`config.mk`:
```
export PLATFORM = sky130hd
export DESIGN_NAME = alu_muldiv
export DESIGN_NICKNAME = d
export VERILOG_FILES = /design/src/rtl/alu_pkg.sv /design/src/rtl/alu_iter.sv /design/src/rtl/alu_muldiv.sv
export SDC_FILE = /design/constraint.sdc
export NUM_CORES = 2
export LEC_CHECK = 0
export ABC_AREA = 1
export CELL_PAD_IN_SITES_DETAIL_PLACEMENT = 0
export CELL_PAD_IN_SITES_GLOBAL_PLACEMENT = 1
export CORE_ASPECT_RATIO = 1.2
export CORE_UTILIZATION = 30
export CTS_CLUSTER_DIAMETER = 120
export DETAILED_ROUTE_END_ITERATION = 7
export GPL_TIMING_DRIVEN = 0
export HOLD_SLACK_MARGIN = 0.15
export PLACE_DENSITY = 0.75
export SYNTH_ARGS = -nofsm -noshare
export SYNTH_HDL_FRONTEND = slang
export SYNTH_HIERARCHICAL = 1
export SYNTH_SLANG_ARGS = --single-unit
```
`constraint.sdc`:
```
create_clock -name clk -period 5.7 [get_ports clk]
set_input_delay 0.57 -clock clk [delete_from_list [all_inputs] [get_ports clk]]
set_output_delay 0.57 -clock clk [all_outputs]
set_load 0.02 [all_outputs]
```
`src/rtl/alu_pkg.sv`:
```
// Shared opcode, FSM state and iterative-engine mode definitions for alu_muldiv.
package alu_pkg;

    typedef enum logic [3:0] {
        OP_AND   = 4'b0000,
        OP_OR    = 4'b0001,
        OP_ADD   = 4'b0010,
        OP_SUB   = 4'b0110,
        OP_PASSB = 4'b0111,
        OP_NOR   = 4'b1100,
        OP_MUL   = 4'b1000,
        OP_UDIV  = 4'b1001,
        OP_UREM  = 4'b1010
    } alu_op_e;

    typedef enum logic [1:0] {ST_IDLE, ST_BUSY, ST_DONE} state_e;

    typedef enum logic [1:0] {IT_MUL, IT_DIV, IT_REM} iter_e;

    function automatic logic is_iter(input logic [3:0] op);
        return (op == OP_MUL) || (op == OP_UDIV) || (op == OP_UREM);
    endfunction

endpackage

```
`src/rtl/alu_iter.sv`:
```
// Multi-cycle engine: one shift-add (MUL) or restoring-divide (UDIV/UREM) step per cycle, N steps.
module alu_iter import alu_pkg::*; #(
    parameter int N = 64
) (
    input  logic         clk,
    input  logic         reset,
    input  logic         start,
    input  iter_e        op,
    input  logic [N-1:0] a,
    input  logic [N-1:0] b,
    output logic         done,
    output logic [N-1:0] res
);
    localparam int CW = $clog2(N);

    logic          r_run;
    logic [CW-1:0] r_cnt;
    iter_e         r_op;
    // MUL: acc/multiplicand/multiplier. DIV: remainder/dividend-quotient/divisor.
    logic [N-1:0]  r_acc, r_x, r_y;

    logic [N-1:0]  w_acc_mul, w_rem, w_quo;
    logic [N:0]    w_rsh;
    logic          w_ge;

    assign w_acc_mul = r_acc + (r_y[0] ? r_x : '0);
    assign w_rsh     = {r_acc, r_x[N-1]};
    assign w_ge      = (w_rsh >= {1'b0, r_y});
    // When w_ge the true difference is below the divisor, so N-bit wrap is exact.
    assign w_rem     = w_ge ? (w_rsh[N-1:0] - r_y) : w_rsh[N-1:0];
    assign w_quo     = {r_x[N-2:0], w_ge};

    assign done = r_run && (r_cnt == CW'(N-1));

    always_comb begin
        res = w_rem;
        case (r_op)
            IT_MUL:  res = w_acc_mul;
            IT_DIV:  res = w_quo;
            default: res = w_rem;
        endcase
    end

    always_ff @(posedge clk) begin
        if (reset) begin
            r_run <= 1'b0;
            r_cnt <= '0;
            r_op  <= IT_MUL;
            r_acc <= '0;
            r_x   <= '0;
            r_y   <= '0;
        end else if (start) begin
            r_run <= 1'b1;
            r_cnt <= '0;
            r_op  <= op;
            r_acc <= '0;
            r_x   <= a;
            r_y   <= b;
        end else if (r_run) begin
            r_cnt <= done ? '0 : r_cnt + CW'(1);
            if (done)
                r_run <= 1'b0;
            if (r_op == IT_MUL) begin
                r_acc <= w_acc_mul;
                r_x   <= r_x << 1;
                r_y   <= r_y >> 1;
            end else begin
                r_acc <= w_rem;
                r_x   <= w_quo;
            end
        end
    end

endmodule

```
`src/rtl/alu_muldiv.sv`:
```
// ALU with single-cycle logic/arith ops and iterative MUL/UDIV/UREM behind a valid/ready handshake.
module alu_muldiv import alu_pkg::*; #(
    parameter int N = 64
) (
    input  logic         clk,
    input  logic         reset,
    input  logic         in_valid,
    output logic         in_ready,
    input  logic [N-1:0] a,
    input  logic [N-1:0] b,
    input  logic [3:0]   ALUControl,
    output logic [N-1:0] result,
    output logic         zero,
    output logic         out_valid,
    input  logic         out_ready
);
    state_e       r_state;
    logic [N-1:0] r_result;
    logic         r_zero, r_in_ready, r_out_valid;

    logic [N-1:0] w_single, w_iter_res;
    logic         w_start, w_iter_done;
    iter_e        w_iop;

    always_comb begin
        w_single = '0;
        case (ALUControl)
            OP_AND:   w_single = a & b;
            OP_OR:    w_single = a | b;
            OP_ADD:   w_single = a + b;
            OP_SUB:   w_single = a - b;
            OP_PASSB: w_single = b;
            OP_NOR:   w_single = ~(a | b);
            default:  w_single = '0;
        endcase
    end

    always_comb begin
        w_iop = IT_REM;
        case (ALUControl)
            OP_MUL:  w_iop = IT_MUL;
            OP_UDIV: w_iop = IT_DIV;
            default: w_iop = IT_REM;
        endcase
    end

    assign w_start = (r_state == ST_IDLE) && in_valid && is_iter(ALUControl);

    alu_iter #(.N(N)) u_iter (
        .clk   (clk),
        .reset (reset),
        .start (w_start),
        .op    (w_iop),
        .a     (a),
        .b     (b),
        .done  (w_iter_done),
        .res   (w_iter_res)
    );

    always_ff @(posedge clk) begin
        if (reset) begin
            r_state     <= ST_IDLE;
            r_result    <= '0;
            r_zero      <= 1'b1;
            r_in_ready  <= 1'b1;
            r_out_valid <= 1'b0;
        end else begin
            case (r_state)
                ST_IDLE: if (in_valid) begin
                    r_in_ready <= 1'b0;
                    if (is_iter(ALUControl)) begin
                        r_state <= ST_BUSY;
                    end else begin
                        r_state     <= ST_DONE;
                        r_out_valid <= 1'b1;
                        r_result    <= w_single;
                        r_zero      <= (w_single == '0);
                    end
                end
                ST_BUSY: if (w_iter_done) begin
                    r_state     <= ST_DONE;
                    r_out_valid <= 1'b1;
                    r_result    <= w_iter_res;
                    r_zero      <= (w_iter_res == '0);
                end
                ST_DONE: if (out_ready) begin
                    r_state     <= ST_IDLE;
                    r_out_valid <= 1'b0;
                    r_in_ready  <= 1'b1;
                end
                default: r_state <= ST_IDLE;
            endcase
        end
    end

    assign in_ready  = r_in_ready;
    assign out_valid = r_out_valid;
    assign result    = r_result;
    assign zero      = r_zero;

endmodule

```
# After elaboration in Yosys (flattened, before gate mapping)
# Cells that the tools add are included.
# classes
add_sub_neg,5
n_lt_le_gt_ge,1
eq_ne,16
muxes,37
n_bitwise,3
reduce_logical,21
# ops
cell,count
64-bit two-way mux,11
64-bit case mux with 6 select lines,1
64-bit case mux with 2 select lines,2
64-bit adder,2
64-bit logical NOT,2
64-bit subtractor,2
65-bit by 64-bit greater-or-equal comparator with 1-bit output,1
64-bit AND,1
64-bit NOT,1
64-bit bitwise OR,1
4-bit equality test (second input constant),4
1-bit two-way mux,13
4-bit by 3-bit equality test with 1-bit output (second input constant),2
2-bit two-way mux,4
2-bit nonzero test,4
6-bit by 1-bit adder with 6-bit output (second input constant),1
6-bit equality test (second input constant),1
6-bit two-way mux,1
2-bit inequality test (second input constant),3
2-bit case mux with 3 select lines,1
3-bit AND reduction,2
5-bit AND reduction,1
2-bit by 1-bit equality test with 1-bit output (second input constant),2
4-bit by 1-bit equality test with 1-bit output (second input constant),1
14 further kinds,19
# totals
ff_bits,270
input_bits,136
out_inout_bits,67
wordCells,94

# Depth between registers and ports, before layout
# depth
ltp_word,7
depth_mapped,37
mapped_depth_nobuf,37

# Hierarchy
# The synthesis kept the hierarchy.
# modules_own_cells
mod,n_inst,cells_each,area_per_inst_um2,seq_area_each_um2
alu_iter,1,4127,22167.5,4023.9
alu_muldiv,1,2568,13217.7,1381.3

# Worst setup path after synthesis
# No wires, ideal clock.
# synth_timing
kind,input port to flip-flop
from,input port b[1]
to,register r_zero (netlist: zero)
t_arrival_ns,4.087
required_ns,5.641
setup_slack_ns,1.554
path_stages,35
cell_sequence,inv_1 ha_1 nand3_2 nor3_2 inv_1 nor3_2 nand2_2 nor2_2 inv_1 nor3_2 inv_1 or3_1 o31ai_2 xor2_1 ha_1 nand2_1 nor2_1 inv_1 nor2_1 inv_1 nor2_1 nand3_1 nand3_1 nand2_1 nand3_1 nand2_1 inv_1 nand2_1 nor2_1 nand2_1 nor3_1 nand2_1 nand2_1 nand2_1 nand2_1
# synth_between
elab_chain_cells,7
# synth_rtl
item,line,rtl
from (decl),alu_muldiv.sv:10,"input logic [N-1:0] b,"
branches (longest 2 deep; another with 64-bit subtractor),n/a,
64-bit case mux with 6 select lines (*),alu_muldiv.sv:27,case (ALUControl)
64-bit logical NOT (*),alu_muldiv.sv:77,r_zero <= (w_single == '0);
1-bit two-way mux (*),alu_muldiv.sv:71,if (is_iter(ALUControl)) begin
1-bit two-way mux (*),alu_muldiv.sv:69,ST_IDLE: if (in_valid) begin
1-bit case mux with 2 select lines (*),alu_muldiv.sv:68,case (r_state)
to (signal assigned),alu_muldiv.sv:77,
to (signal assigned),alu_muldiv.sv:84,r_zero <= (w_iter_res == '0);
to (decl),alu_muldiv.sv:19,"logic r_zero, r_in_ready, r_out_valid;"
# Every way passes the cells marked *. The select of a mux whose other input is x is not followed.
# A chain may end at the register's enable or synchronous reset.

# Final worst setup path
# layout_timing
from,input port b[15]
to,register r_zero (netlist: zero)
# Same word-level chain as after synthesis.

==> results by stage <==
Worst setup path:
- The buffering stage count on the worst path with inverters included is 5.
- In this design, the critical path's most frequently occurring cell is sky130_fd_sc_hd__nand2_1.
- Of all nets on the critical path, the largest fanout is 7.
- The kind of cell with the highest combined delay along the critical path is simple AND/OR/NAND/NOR gates.
- The required arrival time at the worst endpoint is 6130 ps.
- The worst setup path is launched from an input pin.
- The critical path endpoint category is a register.
- The critical path is of the in2reg type.
- The highest-delay cell along the critical path is sky130_fd_sc_hd__clkdlybuf4s50_1.
- The maximum cell stage delay along the critical path is approximately 500 ps.
- The endpoint arrival time on the critical path is 6020 ps.

Yosys:
- The share of the synthesized area in the top cell type is 0.243.
- In the post-synthesis netlist, the biggest area contributors are sky130_fd_sc_hd__nand2_1 (24%), sky130_fd_sc_hd__dfxtp_1 (15%), sky130_fd_sc_hd__inv_1 (13%).
- The library cell occupying the most area in the post-synthesis netlist is sky130_fd_sc_hd__nand2_1.
- Counting distinct cell types in the post-synthesis netlist gives 58.
- The post-synthesis instance total is 6695.
- Of the synthesized area, sequential elements account for 0.153.
- The Yosys warning count is 6.
- In the post-synthesis netlist, the cell with the most instances is sky130_fd_sc_hd__nand2_1.
- Summing every instance area after synthesis gives 0.0354 sq mm.
- The synthesized design contains 0 enable-type register cells.
- Among all flip-flop cells after synthesis, the most frequent one is sky130_fd_sc_hd__dfxtp_1.
- The commonest cells after synthesis are sky130_fd_sc_hd__nand2_1 (2288), sky130_fd_sc_hd__inv_1 (1229), sky130_fd_sc_hd__nor2_1 (585).
- For this run, asynchronously set or reset flops after synthesis account for 0.
- Counting every net in the synthesized netlist gives 7029.
- The average instance in the mapped netlist occupies 5.29 sq um.
- Synthesis inferred 270 register bits.

Placement:
- At the end of routability-driven placement, the weighted congestion stood at 1.10.
- The setup slack after placement is -2020 ps.
- Input and output buffers added on the ports amount to 202.
- The HPWL reported at the end of detailed placement is 177000 um.

Detailed routing:
- In the routed layout, each cell is associated on average with a via count of 5.25.
- The number of DRC markers after the initial detailed-route iteration is 4156.
- In the final routed layout, each cell accounts on average for roughly 24 um.
- For this run, the detailed router's first-pass iteration total came to 8.
- The final antenna-violating net count is 0.
- For this block, the via count after detailed routing is 44600.
- The sum of routed wire length over all layers is 202000 um.
- After detailed routing, the number of remaining DRC violations is 2.

Floorplanning:
- The floorplan step set the die width to between 300 and 400 um.
- For this configuration, the core starts out at a cell density of 0.304.
- The number of ports placed on the die boundary is 203.
- The site row count is between 100 and 150.
- From bottom edge to top edge, the die measures roughly 380 um.
- The full die area is 0.119 sq mm.
- The floorplan core area is 0.117 sq mm.

GRT:
- Summed over all layers, the global routing overflow is 0.
- The overall fraction of global-route tracks in use is 0.328.
- The initial antenna violation count is 4.
- The global-route wire length before repair is 282000 um.
- The via count of the first global-routing pass is 42300.
- Entering global routing, the biggest net connects 17 pins.

Cells and area:
- Summing all flip-flop and latch instances after layout gives 0.00541 sq mm.
- The net total in the final layout is 7267.
- The layout filler cell count is 13600.
- Relative to the synthesized area, the layout overhead comes to 14.3%.
- In the final layout, the share of cells above drive strength 1 is 0.0321.
- The area used by multi-input combinational logic is 0.0245 sq mm.
- Once layout is complete, the utilization of the core stands at 0.347.

Clocking:
- In this run the number of H-tree levels came out at 1.
- After clock tree synthesis, the flow added hold-fix buffers numbering 0.
- Buffers inserted during clock tree synthesis total 23.
- The number of buffers on the longest clock path is 3.
- TritonCTS built the clock tree.
- Counting every sink on the clock net gives 270.
- The clock latency on the worst-skew pair is 560 ps.
- After clock tree synthesis, the clock-pin slew on the worst setup and hold paths is about 80 ps.
- The clock root buffer is sky130_fd_sc_hd__clkbuf_16.

Timing:
- For the finished layout, the period the worst path requires is between 5000 and 6000 ps.
- The transition at the pin with the smallest max-transition slack is ~1300 ps.
- Setup violations remaining at the end of the flow were counted as 0.
- The number of pins exceeding their max-slew limit in the final report came to 0.
- The worst path meets setup with 114 ps of slack.
- Setup repair after global routing left no endpoint under its margin.
- The number of hold violations in the final report came to 0.
- Derived from the worst setup path, the maximum achievable clock frequency is 0.179 GHz.
- Clock skew on the completed layout was measured at around 32 ps.
- The part of the cycle the worst path needs is 0.980.
- The sum of negative setup slack is 0 ps.
- The worst slew margin relative to its limit is 0.133.
- The worst hold slack is between 400 and 500 ps.

Hold path:
- The path class of the tightest hold or removal check is reg2reg.

Status:
- The flow ran to the end, but the final reports show violations.
- The checks that failed: DRC.

Pwr:
- For this design the ratio of total power to cell area is 217 mW/mm^2.
- Across the VDD grid, the largest voltage drop is ~0.15 mV.
- The analysis attributes to cell leakage a power of 21.1 nW.

Flow run:
- The max-capacitance violation count is 0.
[worst paths after layout]
| kind | start | to | slack (ps) | cells after the start |
|---|---|---|---|---|
| max reg2reg | u_iter/r_y[0]$_SDFFE_PP0P_ | zero$_SDFFE_PP1P_ | 150 | 24 |
| min | result[63]$_SDFFE_PP0P_ | result[63]$_SDFFE_PP0P_ | 470 | 2 |
| min reg2reg | result[63]$_SDFFE_PP0P_ | result[63]$_SDFFE_PP0P_ | 470 | 2 |
| max | b[15] | zero$_SDFFE_PP1P_ | 110 | 30 |
[per-stage QoR]
step           std cells  power [mW]  area (sq um)
6_report            8480        8.80         40500
3_3_place_gp        8426        6.83         39300
5_1_grt             8479        9.20         40500
4_1_cts             8471        8.64         40300
2_1_floorplan       6695        5.00         35400
3_5_place_dp        8426        6.85         39300
[power by group]
part           internal (mW)  total, mW  switching [mW]
sequential              2.03       2.19           0.158
combinational           1.34       4.81            3.47
clock                   1.01       1.79           0.788
[worst reg2reg max path: stages (launching register included)]
cell                              delay (ps)
sky130_fd_sc_hd__dfxtp_1                 400
sky130_fd_sc_hd__clkbuf_2                340
sky130_fd_sc_hd__clkdlybuf4s18_2         570
sky130_fd_sc_hd__nand2_1                 200
sky130_fd_sc_hd__inv_1                   100
sky130_fd_sc_hd__ha_1                    280
sky130_fd_sc_hd__nand2_1                 120
sky130_fd_sc_hd__nand3_1                 300
sky130_fd_sc_hd__nand2_1                 160
sky130_fd_sc_hd__nand2_1                 230
sky130_fd_sc_hd__nand2_1                 120
sky130_fd_sc_hd__nand2_1                 140
sky130_fd_sc_hd__nand2_1                 100
sky130_fd_sc_hd__nand2_1                 280
sky130_fd_sc_hd__nand2_1                 250
sky130_fd_sc_hd__nand3_1                 100
sky130_fd_sc_hd__nand3_1                 260
sky130_fd_sc_hd__o211ai_1                220
sky130_fd_sc_hd__nor4_1                  360
sky130_fd_sc_hd__nand4_1                 300
sky130_fd_sc_hd__nor4_1                  350
sky130_fd_sc_hd__nand2_1                  90
sky130_fd_sc_hd__nand2_1                  90
sky130_fd_sc_hd__nand2_1                  40
sky130_fd_sc_hd__nand2_1                  60
[per-layer routing]
| layer | global-route usage | wire [um] |
|---|---|---|
| met1 | 0.375 | 78000 |
| met2 | 0.561 | 93900 |
| met3 | 0.0214 | 10800 |
| met5 | 0 | 30 |
| met4 | 0.271 | 19600 |
[layout make-up]
type                       instances  area share
multi-input combinational       4959       0.606
inverter                        1258       0.117
sequential                       270       0.134
timing repair buffer             213      0.0525
clock buffer                      31      0.0165
buffer                           208      0.0228
tap                             1529      0.0473
antenna                            3    0.000186
clock inverter                     9     0.00390
[state kept, by name (all words and copies together), names as in the netlist]
signal        count
out_valid         1
u_iter/r_op       2
u_iter/r_y       64
r_state           2
u_iter/r_run      1
result           64
in_ready          1
zero              1
u_iter/r_x       64
u_iter/r_cnt      6
u_iter/r_acc     64
[cell usage in the layout (no fill, tap or decap), types with 9 or more instances in the layout]
cell,synthesis,layout
sky130_fd_sc_hd__nor2_2,19,30
sky130_fd_sc_hd__ha_1,195,195
sky130_fd_sc_hd__buf_4,12,22
sky130_fd_sc_hd__o21ai_0,365,362
sky130_fd_sc_hd__buf_1,21,17
sky130_fd_sc_hd__nor4_1,34,34
sky130_fd_sc_hd__dfxtp_1,270,270
sky130_fd_sc_hd__clkbuf_16,0,23
sky130_fd_sc_hd__inv_2,25,25
sky130_fd_sc_hd__a221oi_1,44,44
sky130_fd_sc_hd__o21bai_1,22,22
sky130_fd_sc_hd__clkbuf_1,147,146
sky130_fd_sc_hd__nand3_1,371,366
sky130_fd_sc_hd__nand2_2,9,14
sky130_fd_sc_hd__inv_1,1229,1228
sky130_fd_sc_hd__nand3b_1,48,48
sky130_fd_sc_hd__nor2_1,585,568
sky130_fd_sc_hd__or2_2,15,15
sky130_fd_sc_hd__nand3_2,5,9
sky130_fd_sc_hd__nand4_1,53,53
sky130_fd_sc_hd__nor2_4,3,9
sky130_fd_sc_hd__clkdlybuf4s50_1,0,197
sky130_fd_sc_hd__o22ai_1,17,17
sky130_fd_sc_hd__a21oi_1,410,408
sky130_fd_sc_hd__buf_2,22,23
sky130_fd_sc_hd__nand2_1,2288,2283
sky130_fd_sc_hd__o211ai_1,86,86
sky130_fd_sc_hd__a31oi_1,80,80
sky130_fd_sc_hd__o221ai_1,21,21
sky130_fd_sc_hd__nor3_1,89,87
sky130_fd_sc_hd__xor2_1,94,94
sky130_fd_sc_hd__a211oi_1,45,45
[cell families (layout without fill, tap and decap cells)]
| group | Yosys count | count (layout) | share of synthesized area |
|---|---|---|---|
| buffers and inverters | 1466 | 1719 | 0.159 |
| AO/OA/AOI/OAI | 1130 | 1130 | 0.184 |
| adder cells (fa/ha/maj) | 198 | 198 | 0.0706 |
| other | 0 | 3 | 0 |
| XOR/XNOR | 98 | 98 | 0.0243 |
| AND/OR/NAND/NOR | 3533 | 3533 | 0.409 |
| flip-flops | 270 | 270 | 0.153 |
[what timing repair did]
item | 4_1_cts | 5_1_grt
setup endpoints to repair | 54 | 3
cloned | 0 | 0
gates resized for setup | 36 | 39
pin swaps | 1 | 4
setup buffers | 5 | 6
Note: power is estimated with default switching activity, not from simulation.
